**config.mk**
```make
export PLATFORM = sky130hd
export DESIGN_NAME = state_dump_tx
export DESIGN_NICKNAME = d
export VERILOG_FILES = /design/src/rtl/cpu_dbg_pkg.sv /design/src/rtl/dbg_counters.sv /design/src/rtl/state_dump_tx.sv
export SDC_FILE = /design/constraint.sdc
export NUM_CORES = 1
export LEC_CHECK = 0
export BUFFER_PORTS_ARGS = -buffer_cell sky130_fd_sc_hd__buf_2
export CORE_MARGIN = 2
export CORE_UTILIZATION = 50
export CTS_CLUSTER_SIZE = 8
export DETAILED_ROUTE_END_ITERATION = 8
export PLACE_DENSITY_LB_ADDON = 0.25
export SKIP_LAST_GASP = 1
export SLEW_MARGIN = 15
export SYNTH_ARGS = -nofsm -noshare
export SYNTH_HDL_FRONTEND = slang
export SYNTH_SLANG_ARGS = --single-unit
```
**constraint.sdc**
```tcl
create_clock -name clk_i -period 17.28 [get_ports clk_i]
set_input_delay 4.32 -clock clk_i [delete_from_list [all_inputs] [get_ports clk_i]]
set_output_delay 4.32 -clock clk_i [all_outputs]
set_load 0.1 [all_outputs]
```
**src/rtl/cpu_dbg_pkg.sv**
```systemverilog
// Shared constants and types for the CPU debug-state transmitter.
// Frame layout: 4 header words, 32 registers, 8 data-memory words.
package cpu_dbg_pkg;

   typedef enum logic [1:0] {
      StIdle,
      StFetch,
      StSend
   } dump_state_e;

   localparam int unsigned FRAME_WORDS = 44;
   localparam int unsigned HDR_WORDS   = 4;
   localparam int unsigned REG_BASE    = 4;
   localparam int unsigned MEM_BASE    = 36;
   localparam int unsigned IDX_W       = 6;

   localparam int unsigned HDR_CYC   = 0;
   localparam int unsigned HDR_STALL = 1;
   localparam int unsigned HDR_FLUSH = 2;
   localparam int unsigned HDR_PC    = 3;

endpackage

```
**src/rtl/dbg_counters.sv**
```systemverilog
// Free-running, start-gated cycle/stall/flush counters that wrap modulo 2^DATA_W.
// On capture, the pre-increment counter values and the PC are latched as the frame header.
module dbg_counters
   import cpu_dbg_pkg::*;
#(
   parameter int unsigned DATA_W = 32
) (
   input  logic              clk_i,
   input  logic              rst_i,
   input  logic              i_start,
   input  logic              i_stall,
   input  logic              i_flush,
   input  logic              i_capture,
   input  logic [DATA_W-1:0] i_pc,
   output logic [DATA_W-1:0] o_snap_cyc,
   output logic [DATA_W-1:0] o_snap_stall,
   output logic [DATA_W-1:0] o_snap_flush,
   output logic [DATA_W-1:0] o_snap_pc
);

   logic [DATA_W-1:0] r_cyc_cnt;
   logic [DATA_W-1:0] r_stall_cnt;
   logic [DATA_W-1:0] r_flush_cnt;
   logic [DATA_W-1:0] r_snap_cyc;
   logic [DATA_W-1:0] r_snap_stall;
   logic [DATA_W-1:0] r_snap_flush;
   logic [DATA_W-1:0] r_snap_pc;

   always_ff @(posedge clk_i or posedge rst_i) begin
      if (rst_i) begin
         r_cyc_cnt   <= '0;
         r_stall_cnt <= '0;
         r_flush_cnt <= '0;
      end else if (i_start) begin
         r_cyc_cnt <= r_cyc_cnt + DATA_W'(1);
         if (i_stall) r_stall_cnt <= r_stall_cnt + DATA_W'(1);
         if (i_flush) r_flush_cnt <= r_flush_cnt + DATA_W'(1);
      end
   end

   // Snapshot sees the counters as they were before this edge's increment.
   always_ff @(posedge clk_i or posedge rst_i) begin
      if (rst_i) begin
         r_snap_cyc   <= '0;
         r_snap_stall <= '0;
         r_snap_flush <= '0;
         r_snap_pc    <= '0;
      end else if (i_capture) begin
         r_snap_cyc   <= r_cyc_cnt;
         r_snap_stall <= r_stall_cnt;
         r_snap_flush <= r_flush_cnt;
         r_snap_pc    <= i_pc;
      end
   end

   assign o_snap_cyc   = r_snap_cyc;
   assign o_snap_stall = r_snap_stall;
   assign o_snap_flush = r_snap_flush;
   assign o_snap_pc    = r_snap_pc;

endmodule

```
**src/rtl/state_dump_tx.sv**
```systemverilog
// Debug-state frame transmitter: header snapshot, then a live scan of registers and memory,
// streamed one word per valid/ready handshake.
module state_dump_tx
   import cpu_dbg_pkg::*;
#(
   parameter int unsigned NUM_REGS      = 32,
   parameter int unsigned NUM_MEM_WORDS = 8,
   parameter int unsigned DATA_W        = 32
) (
   input  logic              clk_i,
   input  logic              rst_i,
   input  logic              start_i,
   input  logic              stall_i,
   input  logic              flush_i,
   input  logic [DATA_W-1:0] pc_i,
   input  logic              dump_req_i,
   output logic [4:0]        reg_addr_o,
   input  logic [DATA_W-1:0] reg_data_i,
   output logic [4:0]        mem_addr_o,
   input  logic [DATA_W-1:0] mem_data_i,
   output logic              tx_valid_o,
   input  logic              tx_ready_i,
   output logic [DATA_W-1:0] tx_data_o,
   output logic              tx_last_o,
   output logic              busy_o
);

   localparam logic [IDX_W-1:0] LP_REG_BASE = IDX_W'(REG_BASE);
   localparam logic [IDX_W-1:0] LP_REG_END  = IDX_W'(REG_BASE + NUM_REGS);
   localparam logic [IDX_W-1:0] LP_MEM_BASE = IDX_W'(MEM_BASE);
   localparam logic [IDX_W-1:0] LP_LAST     = IDX_W'(MEM_BASE + NUM_MEM_WORDS - 1);
   localparam logic [IDX_W-1:0] LP_HDR_END  = IDX_W'(HDR_WORDS);

   dump_state_e       r_state;
   dump_state_e       w_state_next;
   logic [IDX_W-1:0]  r_idx;
   logic [DATA_W-1:0] r_tx_data;
   logic [DATA_W-1:0] w_fetch_data;
   logic              w_capture;
   logic              w_in_reg;
   logic              w_in_mem;
   logic [4:0]        w_reg_off;
   logic [2:0]        w_mem_off;
   logic [DATA_W-1:0] w_snap_cyc;
   logic [DATA_W-1:0] w_snap_stall;
   logic [DATA_W-1:0] w_snap_flush;
   logic [DATA_W-1:0] w_snap_pc;

   assign w_capture = (r_state == StIdle) && dump_req_i;
   assign w_in_reg  = (r_idx >= LP_REG_BASE) && (r_idx < LP_REG_END);
   assign w_in_mem  = (r_idx >= LP_MEM_BASE);
   assign w_reg_off = 5'(r_idx - LP_REG_BASE);
   assign w_mem_off = 3'(r_idx - LP_MEM_BASE);

   dbg_counters #(
      .DATA_W (DATA_W)
   ) u_counters (
      .clk_i        (clk_i),
      .rst_i        (rst_i),
      .i_start      (start_i),
      .i_stall      (stall_i),
      .i_flush      (flush_i),
      .i_capture    (w_capture),
      .i_pc         (pc_i),
      .o_snap_cyc   (w_snap_cyc),
      .o_snap_stall (w_snap_stall),
      .o_snap_flush (w_snap_flush),
      .o_snap_pc    (w_snap_pc)
   );

   always_ff @(posedge clk_i or posedge rst_i) begin
      if (rst_i) r_state <= StIdle;
      else       r_state <= w_state_next;
   end

   always_comb begin
      w_state_next = r_state;
      unique case (r_state)
         StIdle:  if (dump_req_i) w_state_next = StFetch;
         StFetch: w_state_next = StSend;
         StSend:  if (tx_ready_i) w_state_next = (r_idx == LP_LAST) ? StIdle : StFetch;
         default: w_state_next = StIdle;
      endcase
   end

   always_comb begin
      w_fetch_data = '0;
      if (r_idx < LP_HDR_END) begin
         case (r_idx[1:0])
            2'(HDR_CYC):   w_fetch_data = w_snap_cyc;
            2'(HDR_STALL): w_fetch_data = w_snap_stall;
            2'(HDR_FLUSH): w_fetch_data = w_snap_flush;
            default:       w_fetch_data = w_snap_pc;
         endcase
      end else if (w_in_reg) begin
         w_fetch_data = reg_data_i;
      end else if (w_in_mem) begin
         w_fetch_data = mem_data_i;
      end
   end

   // Index and data change only on FETCH->SEND or an accepted handshake, so SEND is stable.
   always_ff @(posedge clk_i or posedge rst_i) begin
      if (rst_i) begin
         r_idx     <= '0;
         r_tx_data <= '0;
      end else begin
         unique case (r_state)
            StIdle:  if (dump_req_i) r_idx <= '0;
            StFetch: r_tx_data <= w_fetch_data;
            StSend:  if (tx_ready_i && (r_idx != LP_LAST)) r_idx <= r_idx + IDX_W'(1);
            default: r_idx <= '0;
         endcase
      end
   end

   always_comb begin
      reg_addr_o = '0;
      mem_addr_o = '0;
      if (r_state == StFetch) begin
         if (w_in_reg) reg_addr_o = w_reg_off;
         if (w_in_mem) mem_addr_o = {w_mem_off, 2'b00};
      end
      tx_valid_o = (r_state == StSend);
      tx_last_o  = (r_state == StSend) && (r_idx == LP_LAST);
      busy_o     = (r_state != StIdle);
      tx_data_o  = r_tx_data;
   end

endmodule
```
==> flow_summary.toml <==
[grt]
grt_antenna_before_repair = 0
grt_pass1_vias = 8612
grt_max_degree = 116
grt_util_all_layers_pct = 22.0
gr-total-overflow = 0
grt_pass1_wl_mm = 45.7

[layout]
antennaDiodeCount = 0
syn2layout_area_growth_pct = 15.8
fill_cells = 1945
seqCellArea_sq_um = 6610
design_area_sq_um = 14200
drive_gt1_share_pct = 25.8
utilization_pct = 58.7
nets = 1345
multi_input_area_sq_um = 5210

[die]
die_h_um = 161
num_rows = 57
die_x_um = 161
ioPinCount = 148
start_util_pct = 50.7
core_region_area_sq_um = 24200
die_area_sq_um = 25800

[timing]
max_freq_mhz = 128
setup_tns_ps = 0
worst_pin_slew_ps = 1040
min_period_ps = 7830
clock_skew_ps = 21.3
rsz0062_at_grt = "no"
setup_viol = 0
slew_viol_final = 0
min_period_over_period_pct = 45.3
relSlewSlack_pct = 30.7
hold_violations = 0

[synth]
synth-seq-cells = 264
yosys.area.top_type = "dfrtp_1"
yosysMostFrequentCell = "dfrtp_1"
synth_top_flop_cell = "dfrtp_1"
yosysSeqAreaShare_pct = 53.9
synth_edf_count = 0
synth_top_area_share_pct = 53.9
ys_warn_count = 0
synth_top_cells_by_count = "dfrtp_1 (264), nand2_1 (108), mux2_2 (99)"
async_flop_share_pct = 100
synth_cells = 1098
synth_area_leaders = "dfrtp_1 (54%), mux2_2 (9.1%), xnor2_1 (5.6%)"
synth.distinct_cells = 50
syn-cell-area_sq_um = 12300
syn_avg_cell_area_sq_um = 11.2

[routing]
wl_mm = 28.0
num_vias = 8703
dr.pass1.iters = 7
drtAntennaViolNets = 0
routedWlPerCell_um = 18.0
vias_per_cell = 5.60
drt_iter0_drc = 825
drcViolationCount = 0

[setup_path]
cp_max_fo = 58
worst-setup-path-type = "reg2out"
required_ps = 12960
cp-end-kind = "output pin"
cp-start-kind = "flip-flop"
arrival_ps = 3510

[hold_path]
hold_path_class = "reg2reg"

[run_status]
status = "finished, final reports clean"

[power]
p_leak_nw = 6.60
p_per_area_nw_per_um2 = 136
peakVddDrop_v = 0.0000760

[clock_tree]
cts_root_buf = "clkbuf_16"
cts_max_path_buffers = 3
worstSkewPairLatency_ps = 510
numCtsBuffers = 38
cts_tree = "yes"
post_cts_buffers = 0
cts_sinks = 264
cts_resized = 0
clkTransAtPathRegs_ps = 50
htreeDepth = 2
hold_buffers = 0

[placement]
gp_congestion = 0.840
port_buffers = 145
dpl-instance-area_sq_um = 13200
hpwl_mm = 19.1

[flow_run]
maxCapViolations = 0
[metrics by stage]
step / power (mW) / setup WS, ps / std cells / hold WS, ps
detailed placement: 1.30 / 9940 / 1515 / 463
CTS: 1.94 / 9400 / 1555 / 473
global placement: 1.29 / 10070 / 1515 / 457
global route: 2.02 / 9200 / 1555 / 484
floorplan: 1.17 / 5690 / 1099 / 440
finish: 1.92 / 9450 / 1555 / 471
[logic make-up (layout without fill, tap and decap cells)]
logic type | Yosys count | after routing | synth area share, %
fa+ha+maj | 11 | 11 | 1.12
xor+xnor | 98 | 98 | 7.06
mux | 131 | 131 | 11.7
compound gates | 165 | 165 | 8.86
flops | 264 | 264 | 53.9
simple gates | 317 | 317 | 13.5
other cells | 1 | 2 | 0.0306
buf+inv | 111 | 243 | 3.78
[layout make-up]
class                   instances  area share (%)
inverters                      48            1.32
well taps                     324            2.86
multi-input cells             724            36.7
clock buffers                  39            6.87
repair buffers                155            5.64
flip-flops and latches        264            46.5
clock inverters                 1          0.0617
[layer usage]
metal  wire length, um  GRT usage, %  vias to the layer above
li1                  -             -                     4149
met1             13000          33.0                     4194
met2             12300          33.2                      310
met3              2060          3.69                       50
met4               697          6.72                        0
met5                 0             0                        -
[registers in the layout, summed over array words and instances, names as in the netlist]
name,cells
r_idx,6
r_state,2
tx_data_o,32
u_counters.o_snap_cyc,32
u_counters.o_snap_flush,32
u_counters.o_snap_pc,32
u_counters.o_snap_stall,32
u_counters.r_cyc_cnt,32
u_counters.r_flush_cnt,32
u_counters.r_stall_cnt,32
[path summary, 6_finish.rpt]
check                             start                          to  slack [ps]  depth (start not counted)
min                        tx_data_o[3]                tx_data_o[3]         470                          2
min in group asynchronous         rst_i                tx_data_o[3]        3950                          2
min reg2reg                tx_data_o[3]                tx_data_o[3]         470                          2
max in group asynchronous         rst_i  u_counters.r_stall_cnt[27]       11790                          3
max                            r_idx[5]               reg_addr_o[0]        9450                          4
max reg2reg                    r_idx[5]                tx_data_o[7]       14590                          4
[cells in the final DEF (no fill, tap or decap), types with 2 or more instances in the layout]
cell type and count:
dfrtp_1 264, o21ai_0 67, nor2b_1 3, conb_1 2, o31ai_1 25, a21oi_1 29, inv_1 47, buf_2 145
xor2_1 18, nor2_1 54, and2_1 12, nor4_1 3, nor3_1 7, or2_2 3, clkbuf_16 39, xnor2_1 79
nand2b_1 2, o221ai_1 7, and4_4 2, mux2i_1 32, buf_4 10, and3_1 16, nand2_1 108, nand3_1 32
mux2_2 99, and4_1 9, nand4_1 50, nor4_4 3, a222oi_1 32, ha_1 10
[where the power goes]
group / internal, mW / switching (mW) / total (mW)
Combinational: 0.148 / 0.356 / 0.504
Sequential: 0.717 / 0.0696 / 0.786
Clock: 0.393 / 0.241 / 0.635
Total: 1.26 / 0.667 / 1.92
[worst max-delay path, stage by stage (launching register included)]
cell and delay (ps):
dfrtp_1 1000, or3b_2 940, o211ai_1 400, nor2_1 210
buf_2 450
(Power assumes the default switching activity.)
